## src/rtl/defines_axi4.sv

```systemverilog
// +------------------------------------------------------------------------+
// | defines_axi4 : shared encodings for the cache/memory arbiter             |
// | Revision     : 1.0                                                       |
// +------------------------------------------------------------------------+
`default_nettype none

package defines_axi4;

  typedef enum logic [8:0] {
    IDLE   = 9'b0_0000_0001,
    I_AR   = 9'b0_0000_0010,
    I_R    = 9'b0_0000_0100,
    I_DONE = 9'b0_0000_1000,
    D_AR   = 9'b0_0001_0000,
    D_R    = 9'b0_0010_0000,
    D_AW   = 9'b0_0100_0000,
    D_B    = 9'b0_1000_0000,
    D_DONE = 9'b1_0000_0000
  } arb_state_t;

  typedef enum logic {
    GNT_I = 1'b0,
    GNT_D = 1'b1
  } arb_gnt_t;

  localparam logic [1:0] OKAY   = 2'b00;
  localparam logic [1:0] SLVERR = 2'b10;
  localparam logic [1:0] DECERR = 2'b11;

  // EXOKAY is never expected from a non-exclusive access, so anything but OKAY flags.
  function automatic logic resp_is_err(input logic [1:0] resp);
    return resp != OKAY;
  endfunction

endpackage

`default_nettype wire

```

## src/rtl/cache_arb_rr.sv

```systemverilog
// +------------------------------------------------------------------------+
// | cache_arb_rr : 2-way i/d pick with round-robin or fixed d priority       |
// | Revision     : 1.0                                                       |
// +------------------------------------------------------------------------+
`default_nettype none

module cache_arb_rr
  import defines_axi4::*;
#(
  parameter int RR_EN = 1
) (
  input  logic     clk,
  input  logic     rst,
  input  logic     i_req_i,
  input  logic     i_req_d,
  input  logic     i_upd,
  input  arb_gnt_t i_upd_gnt,
  output arb_gnt_t o_gnt,
  output logic     o_any
);

  arb_gnt_t r_last;

  always_ff @(posedge clk or negedge rst) begin
    if (!rst) begin
      r_last <= GNT_I;
    end else if (i_upd) begin
      r_last <= i_upd_gnt;
    end
  end

  always_comb begin
    o_any = i_req_i | i_req_d;
    o_gnt = GNT_I;
    if (i_req_i && i_req_d) begin
      o_gnt = ((RR_EN == 0) || (r_last == GNT_I)) ? GNT_D : GNT_I;
    end else if (i_req_d) begin
      o_gnt = GNT_D;
    end
  end

endmodule

`default_nettype wire

```

## src/rtl/cache_mem_arbiter.sv

```systemverilog
// +------------------------------------------------------------------------+
// | cache_mem_arbiter : shares one single-beat AXI4 master between the      |
// |                     icache miss path and the dcache miss/writeback path |
// | Revision          : 1.0                                                 |
// +------------------------------------------------------------------------+
`default_nettype none

module cache_mem_arbiter
  import defines_axi4::*;
#(
  parameter int ADDR_W = 64,
  parameter int DATA_W = 64,
  parameter int RR_EN  = 1
) (
  input  logic                clk,
  input  logic                rst,
  input  logic                i_read_ena,
  input  logic [ADDR_W-1:0]   i_addr,
  output logic [DATA_W-1:0]   i_data,
  output logic                i_valid,
  input  logic                i_read_resp,
  output logic                arb_working_ti,
  input  logic                d_read_ena,
  input  logic                d_write_ena,
  input  logic [ADDR_W-1:0]   d_addr,
  input  logic [DATA_W-1:0]   d_wdata,
  input  logic [DATA_W/8-1:0] d_wstrb,
  output logic [DATA_W-1:0]   d_rdata,
  output logic                d_valid,
  input  logic                d_resp,
  output logic                arb_working_td,
  output logic                d_err,
  output logic                i_err,
  output logic [ADDR_W-1:0]   m_araddr,
  output logic                m_arvalid,
  input  logic                m_arready,
  input  logic [DATA_W-1:0]   m_rdata,
  input  logic [1:0]          m_rresp,
  input  logic                m_rvalid,
  output logic                m_rready,
  output logic [ADDR_W-1:0]   m_awaddr,
  output logic                m_awvalid,
  input  logic                m_awready,
  output logic [DATA_W-1:0]   m_wdata,
  output logic [DATA_W/8-1:0] m_wstrb,
  output logic                m_wvalid,
  input  logic                m_wready,
  input  logic [1:0]          m_bresp,
  input  logic                m_bvalid,
  output logic                m_bready
);

  arb_state_t          r_state;
  logic [ADDR_W-1:0]   r_addr;
  logic [DATA_W-1:0]   r_wdata;
  logic [DATA_W/8-1:0] r_wstrb;
  logic [DATA_W-1:0]   r_idata;
  logic [DATA_W-1:0]   r_drdata;
  logic                r_arvalid;
  logic                r_rready;
  logic                r_awvalid;
  logic                r_wvalid;
  logic                r_bready;
  logic                r_ivalid;
  logic                r_dvalid;
  logic                r_ierr;
  logic                r_derr;
  logic                r_busy_ti;
  logic                r_busy_td;

  arb_gnt_t            w_gnt;
  arb_gnt_t            w_upd_gnt;
  logic                w_any;
  logic                w_upd;
  logic                w_aw_done;
  logic                w_w_done;

  assign w_upd     = ((r_state == I_DONE) && i_read_resp) || ((r_state == D_DONE) && d_resp);
  assign w_upd_gnt = (r_state == D_DONE) ? GNT_D : GNT_I;
  // A channel counts as done once its valid has dropped or its ready arrives now.
  assign w_aw_done = !r_awvalid || m_awready;
  assign w_w_done  = !r_wvalid  || m_wready;

  cache_arb_rr #(
    .RR_EN(RR_EN)
  ) u_pick (
    .clk       (clk),
    .rst       (rst),
    .i_req_i   (i_read_ena),
    .i_req_d   (d_read_ena | d_write_ena),
    .i_upd     (w_upd),
    .i_upd_gnt (w_upd_gnt),
    .o_gnt     (w_gnt),
    .o_any     (w_any)
  );

  always_ff @(posedge clk or negedge rst) begin
    if (!rst) begin
      r_state   <= IDLE;
      r_addr    <= '0;
      r_wdata   <= '0;
      r_wstrb   <= '0;
      r_idata   <= '0;
      r_drdata  <= '0;
      r_arvalid <= 1'b0;
      r_rready  <= 1'b0;
      r_awvalid <= 1'b0;
      r_wvalid  <= 1'b0;
      r_bready  <= 1'b0;
      r_ivalid  <= 1'b0;
      r_dvalid  <= 1'b0;
      r_ierr    <= 1'b0;
      r_derr    <= 1'b0;
      r_busy_ti <= 1'b0;
      r_busy_td <= 1'b0;
    end else begin
      r_ierr <= 1'b0;
      r_derr <= 1'b0;
      case (r_state)
        IDLE: begin
          if (w_any) begin
            if (w_gnt == GNT_D) begin
              r_busy_ti <= 1'b1;
              r_addr    <= d_addr;
              r_wdata   <= d_wdata;
              r_wstrb   <= d_wstrb;
              if (d_write_ena) begin
                r_state   <= D_AW;
                r_awvalid <= 1'b1;
                r_wvalid  <= 1'b1;
              end else begin
                r_state   <= D_AR;
                r_arvalid <= 1'b1;
              end
            end else begin
              r_busy_td <= 1'b1;
              r_addr    <= i_addr;
              r_state   <= I_AR;
              r_arvalid <= 1'b1;
            end
          end
        end
        I_AR, D_AR: begin
          if (m_arready) begin
            r_arvalid <= 1'b0;
            r_rready  <= 1'b1;
            r_state   <= (r_state == I_AR) ? I_R : D_R;
          end
        end
        I_R: begin
          if (m_rvalid) begin
            r_rready <= 1'b0;
            r_idata  <= m_rdata;
            r_ierr   <= resp_is_err(m_rresp);
            r_ivalid <= 1'b1;
            r_state  <= I_DONE;
          end
        end
        D_R: begin
          if (m_rvalid) begin
            r_rready <= 1'b0;
            r_drdata <= m_rdata;
            r_derr   <= resp_is_err(m_rresp);
            r_dvalid <= 1'b1;
            r_state  <= D_DONE;
          end
        end
        D_AW: begin
          if (m_awready) r_awvalid <= 1'b0;
          if (m_wready)  r_wvalid  <= 1'b0;
          if (w_aw_done && w_w_done) begin
            r_awvalid <= 1'b0;
            r_wvalid  <= 1'b0;
            r_bready  <= 1'b1;
            r_state   <= D_B;
          end
        end
        D_B: begin
          if (m_bvalid) begin
            r_bready <= 1'b0;
            r_derr   <= resp_is_err(m_bresp);
            r_dvalid <= 1'b1;
            r_state  <= D_DONE;
          end
        end
        I_DONE: begin
          if (i_read_resp) begin
            r_ivalid  <= 1'b0;
            r_busy_td <= 1'b0;
            r_state   <= IDLE;
          end
        end
        D_DONE: begin
          if (d_resp) begin
            r_dvalid  <= 1'b0;
            r_busy_ti <= 1'b0;
            r_state   <= IDLE;
          end
        end
        default: r_state <= IDLE;
      endcase
    end
  end

  assign i_data         = r_idata;
  assign i_valid        = r_ivalid;
  assign i_err          = r_ierr;
  assign d_rdata        = r_drdata;
  assign d_valid        = r_dvalid;
  assign d_err          = r_derr;
  assign arb_working_ti = r_busy_ti;
  assign arb_working_td = r_busy_td;
  assign m_araddr       = r_addr;
  assign m_arvalid      = r_arvalid;
  assign m_rready       = r_rready;
  assign m_awaddr       = r_addr;
  assign m_awvalid      = r_awvalid;
  assign m_wdata        = r_wdata;
  assign m_wstrb        = r_wstrb;
  assign m_wvalid       = r_wvalid;
  assign m_bready       = r_bready;

endmodule

`default_nettype wire

```

## config.mk

```make
export PLATFORM = sky130hd
export DESIGN_NAME = cache_mem_arbiter
export DESIGN_NICKNAME = d
export VERILOG_FILES = /design/src/rtl/defines_axi4.sv /design/src/rtl/cache_arb_rr.sv /design/src/rtl/cache_mem_arbiter.sv
export SDC_FILE = /design/constraint.sdc
export NUM_CORES = 1
export LEC_CHECK = 0
export BUFFER_PORTS_ARGS = -buffer_cell sky130_fd_sc_hd__buf_2
export CAP_MARGIN = 0
export CORE_AREA = 2 2 242 244
export DETAILED_ROUTE_END_ITERATION = 7
export DIE_AREA = 0 0 244 246
export GPL_ROUTABILITY_DRIVEN = 0
export GPL_TIMING_DRIVEN = 0
export PLACE_DENSITY = 0.4
export SLEW_MARGIN = 20
export SYNTH_ARGS = -nofsm -noshare
export SYNTH_HDL_FRONTEND = slang
export SYNTH_HIERARCHICAL = 1
export SYNTH_SLANG_ARGS = --single-unit
```

## constraint.sdc

```tcl
create_clock -name clk -period 3.4 [get_ports clk]
set_input_delay 0.34 -clock clk [delete_from_list [all_inputs] [get_ports clk]]
set_output_delay 0.34 -clock clk [all_outputs]
set_load 0.01 [all_outputs]
```

After elaboration in Yosys (flattened, before gate mapping):

Cells that the tools add are included.

* equality and inequality tests: 24
* multiplexer cells: 53
* bitwise operators: 2
* reduce and logical (&&, ||, !) cells: 35

Operators with widths (count)
* 9-bit 2-to-1 mux: 9
* 9-bit case mux with 8 select lines: 1
* 64-bit 2-to-1 mux: 1
* 1-bit 2-to-1 mux: 30
* 2-bit inequality test (second input constant): 9
* 1-bit case mux with 2 select lines: 9
* 2-bit nonzero test: 9
* 4-bit AND reduction: 4
* 3-bit AND reduction: 4
* 5-bit AND reduction: 2
* 9-bit by 1-bit == test with 1-bit output (second input constant): 1
* 9-bit by 2-bit == test with 1-bit output (second input constant): 1
* 9-bit by 3-bit == test with 1-bit output (second input constant): 1
* 9-bit by 4-bit == test with 1-bit output (second input constant): 1
* 9-bit by 5-bit == test with 1-bit output (second input constant): 1
* 9-bit by 6-bit == test with 1-bit output (second input constant): 1
* 9-bit by 7-bit == test with 1-bit output (second input constant): 1
* 9-bit by 8-bit == test with 1-bit output (second input constant): 1
* 9-bit == test (second input constant): 1
* 3-bit inequality test (second input constant): 3
* 8-bit AND reduction: 1
* 7-bit 2-to-1 mux: 1
* 6-bit 2-to-1 mux: 1
* 2-bit by 1-bit inequality test with 1-bit output (second input constant): 3
* 8 further kinds: 18

* register bits after elaboration: 285
* input port bits: 280

Logic depth before layout (Yosys ltp):

* depth in word-level cells: 6
* mapped depth: 10
* gate-level depth less buffers: 7

Cells and area by module:

The synthesis kept the hierarchy.

By module, submodules not included
* cache_mem_arbiter: instances 1, cells an instance 889, area each 12116.6 um^2
* cache_arb_rr: instances 1, cells an instance 4, area each 53.8 um^2

Worst setup path before layout:

OpenSTA, ideal clock, no wires.

* path kind: reg2reg
* start: register r_state[7]
* end: register u_pick.r_last
* library setup time: 125 ps
* arrival: 2226 ps
* data required time: 3275 ps
* slack: 1049 ps
* stages on the path, launching flop included: 8
* buffers on the path: 1
* clock period less this slack: 2351 ps
* cell sequence: dfrtp_1 -> buf_2 -> or4_4 -> or2_4 -> nor4b_1 -> nand2_1 -> o21ai_0 -> mux2_4

RTL lines
* from (decl): line cache_mem_arbiter.sv:53 `arb_state_t r_state;`
* from (signal assigned): line cache_mem_arbiter.sv:147 `r_state <= (r_state == I_AR) ? I_R : D_R;`
* 9-bit == test: line cache_mem_arbiter.sv:79 `assign w_upd_gnt = (r_state == D_DONE) ? GNT_D : GNT_I;`
* 1-bit 2-to-1 mux: line cache_mem_arbiter.sv:79
* net w_upd_gnt: line cache_mem_arbiter.sv:72 `arb_gnt_t w_upd_gnt;`
* to (signal assigned): line cache_arb_rr.sv:28 `r_last <= i_upd_gnt;`
* to (decl): line cache_arb_rr.sv:22 `arb_gnt_t r_last;`

The timed path passes the listed nets, and every way through them passes these cells.
A chain may end at the register's enable or synchronous reset.

Worst setup path after layout:

* start: register u_pick.r_last
* end: register r_addr[36] (netlist: m_araddr[36])

* longest elaborated chain between the ends: 3

RTL lines
* 1-bit 2-to-1 mux: line cache_arb_rr.sv:36 `o_gnt = ((RR_EN == 0) || (r_last == GNT_I)) ? GNT_D : GNT_I;`
* 1-bit 2-to-1 mux: line cache_arb_rr.sv:35 `if (i_req_i && i_req_d) begin`
* net w_gnt: line cache_mem_arbiter.sv:71 `arb_gnt_t w_gnt;`
* 64-bit 2-to-1 mux: line cache_mem_arbiter.sv:122 `if (w_gnt == GNT_D) begin`
* to (signal assigned): line cache_mem_arbiter.sv:124 `r_addr <= d_addr;`
* to (signal assigned): line cache_mem_arbiter.sv:137 `r_addr <= i_addr;`
* to (decl): line cache_mem_arbiter.sv:54 `logic [ADDR_W-1:0] r_addr;`

The timed path passes the listed nets, and every way through them passes these cells.

==> implementation parameters <==
Parameter                              Value

Critical path
  CP Data Required Time ... 3.79 ns
  Capture point of the critical path ... m_araddr[36]
  Number of cells traversed by the worst register-to-register path ... 6
  Startpoint of the worst-slack reg-to-reg timing path ... u_pick/r_last
  Type of the setup path with the least slack ... reg -> reg
  Setup crit end kind ... flop
  Origin of the worst setup path ... u_pick/r_last
  Worst setup SP type ... flop
  Worst r2r dst ... m_araddr[36]
  Max Fanout on Critical Path ... 10
  Flop-to-flop setup slack ... 0.61 ns
  Arrival time reported for the critical path endpoint ... 3.18 ns

Power
  Power spent charging and discharging nets ... 5.741 mW
  Switching share of total power ... 0.3568
  Part of the power in combinational logic ... 0.413
  Flop pwr share ... 0.343
  Pint ... 10.35 mW
  Leakage power figure ... 9.914 nW
  Worst ir drop on vdd ... 0.4589 mV
  Power share of the clock group ... 0.244
  Pwr per Cell Area ... 878.9 nW/um^2

Synthesis
  Predominant post-synthesis flop cell ... sky130_fd_sc_hd__dfrtp_1
  Post-synthesis sequential area ratio ... 0.5861
  Number of synthesized register bits ... 285
  Number of enable-type register cells in the synthesized netlist ... 0
  Net count after synthesis ... 1173
  Number of library cell types mapped by synthesis ... 50
  Async set-or-reset flop fraction in the synthesized netlist ... 1.000
  Average footprint of a synthesized cell ... 13.63 um^2
  Yosys synthesis warning count ... 6
  Netlist area before placement ... 12170 um^2
  Post-synthesis cell count ... 893

Timing
  Fmax ... 358.4 MHz
  Number of pins exceeding their max-slew limit in the final report ... 0
  Shortest clock period the worst path allows after layout ... 2.790 ns
  Setup Skew ... 0.02647 ns
  Final critical-path setup slack ... 0.6095 ns
  Setup total negative slack ... 0 ns
  Slew at the pin closest to its max-slew limit ... 1.090 ns
  Rel. slew slack ... 0.2734
  Post-route fraction of the period consumed by the critical path ... 0.8207
  Hold Fails Final Rpt ... 0
  Unrepaired setup endpoints after global routing ... no
  Final hold slack ... 0.04329 ns
  Total setup violations reported at the end of the flow ... 0

Cells and area
  P&R area growth vs syn ... 50.44%
  Final Cell Area ... 18310 um^2
  Commonest cells after routing, fill and taps aside ... sky130_fd_sc_hd__buf_2, sky130_fd_sc_hd__dfrtp_1, sky130_fd_sc_hd__mux2_2, sky130_fd_sc_hd__dlygate4sd3_1, sky130_fd_sc_hd__nand2_1
  Leading cell type in the layout, fill and taps excluded ... sky130_fd_sc_hd__buf_2
  Layout cells sized above 1 ... 0.5926
  Number of nets in the finished design ... 1908

Drt
  Violation count after the first detailed-route iteration ... 305
  Iteration count of the initial detailed-routing pass ... 4
  Number of vias per cell ... 4.008
  Routed via count ... 9712
  Total Wirelength ... 43730 um
  Antenna-violating nets left ... 0
  Post-route DRC ... 0
  Routed wire length per instance ... 18.05 um

Floorplan
  Horizontal die dimension ... 244 um
  Starting density of the core ... 0.2122
  Core area ... 57370 um^2
  Std-Cell Rows ... 88
  Die Ht ... 246 um
  Top-Level Pins ... 619
  Die footprint ... 60020 um^2

Clock network
  Number of cells upsized or downsized after cts ... 0
  Clock tree from TritonCTS ... built
  CTS Buf Count ... 36
  Maximum level of the CTS H-tree ... 2
  Number of clock sinks seen by CTS ... 285
  CTS Root Cell ... sky130_fd_sc_hd__clkbuf_16
  Maximum clock insertion buffer count ... 3
  CTS clock-pin slew for the worst setup and hold paths ... 0.06 ns
  Clock latency of the later-clocked register in the worst-skew pair ... 0.54 ns

Global routing
  Pin count of the biggest net entering global routing ... 92
  Leftover overflow at the end of global routing ... 0
  Global-route usage over all layers ... 0.1395
  Number of global-route vias before repair ... 10070
  First-pass GRT wire length ... 63470 um
  Number of antenna violations at the first check in global routing ... 11

Run
  Maximum capacitance violations ... 0

Place
  Post-Place Cell Area ... 16310 um^2
  Placement Setup Slack ... 0.2474 ns
  Detailed Place HPWL ... 34060 um
  Buffers added on ports ... 617

Outcome
  Result of the run ... finished, final reports clean

Hold path
  Worst min-delay path class ... in -> reg
-- critical path, cell delays in order, from the launching register on --
cell	delay, ns
sky130_fd_sc_hd__dfrtp_1	0.44
sky130_fd_sc_hd__a21boi_0	0.19
sky130_fd_sc_hd__clkbuf_1	0.38
sky130_fd_sc_hd__buf_1	0.58
sky130_fd_sc_hd__clkbuf_1	0.66
sky130_fd_sc_hd__mux2i_1	0.29
sky130_fd_sc_hd__o21ai_0	0.09
-- state kept, by name, summed over array words and instances (netlist names) --
signal	cells
u_pick/r_last	1
m_araddr	64
m_awvalid	1
arb_working_ti	1
d_valid	1
m_wstrb	8
i_err	1
d_rdata	64
m_rready	1
arb_working_td	1
r_state	9
m_arvalid	1
i_data	64
m_bready	1
m_wdata	64
d_err	1
i_valid	1
m_wvalid	1
-- worst min-delay path by stage --
| stage | from | slack, ns | depth (start not counted) | to |
|---|---|---|---|---|
| after floorplan | rst | 0.04 | 0 | arb_working_td |
| after global placement | arb_working_ti | 0.46 | 2 | arb_working_ti |
| after detailed placement | rst | 0.34 | 1 | i_data[14] |
| after CTS | d_wdata[5] | 0.00003 | 2 | m_wdata[5] |
| after global routing | d_wstrb[3] | 0.01 | 2 | m_wstrb[3] |
| final | d_wdata[5] | 0.04 | 2 | m_wdata[5] |
-- logic make-up (layout without fill, tap and decap cells) --
family          after synthesis  count (layout)  synth area share
compound gates               98              98           0.04431
xor+xnor                      1               1         0.0007198
buf+inv                     119             878           0.06528
flops                       285             285            0.5861
mux                         265             265            0.2540
other cells                   0               6                 0
simple gates                125             125           0.04955
-- per-layer routing --
layer,track usage,wire (um),vias to the layer above
met1,0.1615,17300,4717
li1,-,-,4528
met5,0,74,-
met3,0.04455,3179,86
met4,0.06151,1743,12
met2,0.2361,21430,369
-- synth_stat cells (all sizes together), types with 3 or more instances --
library cell / instances / share of area
dfrtp: 284 / 0.58
mux2: 201 / 0.20
buf: 92 / 0.057
nand2: 77 / 0.024
o21ai: 72 / 0.030
mux2i: 64 / 0.053
clkbuf: 18 / 0.0056
nor2: 11 / 0.0038
inv: 9 / 0.0028
a21oi: 7 / 0.0029
or2: 7 / 0.0038
or3: 6 / 0.0031
nor3: 5 / 0.0034
o22ai: 5 / 0.0026
nand3: 4 / 0.0016
nor3b: 3 / 0.0019
o21a: 3 / 0.0019
-- area by class of cell --
class                      count  area, um^2
multi-input combinational    489        4243
antenna                        6       15.01
inverter                       9       33.78
sequential                   285        7133
fill                        5918       39060
clock buffer                  56        1099
clock inverter                 6       116.4
buffer                       110       760.7
timing repair buffer         697        3951
tap                          765       957.2
-- per-stage QoR --
stage	cells	power, mW	utilization
after floorplan	893	9.280	-
after detailed placement	2278	12.29	0.2843
after global placement	2275	12.22	0.2827
final	2423	16.09	0.3192
after global routing	2420	17.16	0.3190
after CTS	2417	16.44	0.3189
-- repair_timing --
item	4_1_cts	5_1_grt
buffers inserted	0	0
hold buffers	77	0
endpoints found under the hold margin	149	0
-- power by group through the flow --
stage	sequential, mW	combinational [mW]	clock, mW
CTS	5.54	6.79	4.11
detailed placement	5.56	6.72	0
global route	5.68	7.23	4.25
floorplan	5.97	3.31	0
finish	5.52	6.64	3.93
global placement	5.54	6.68	0
Note: power is estimated with default switching activity, not from simulation.
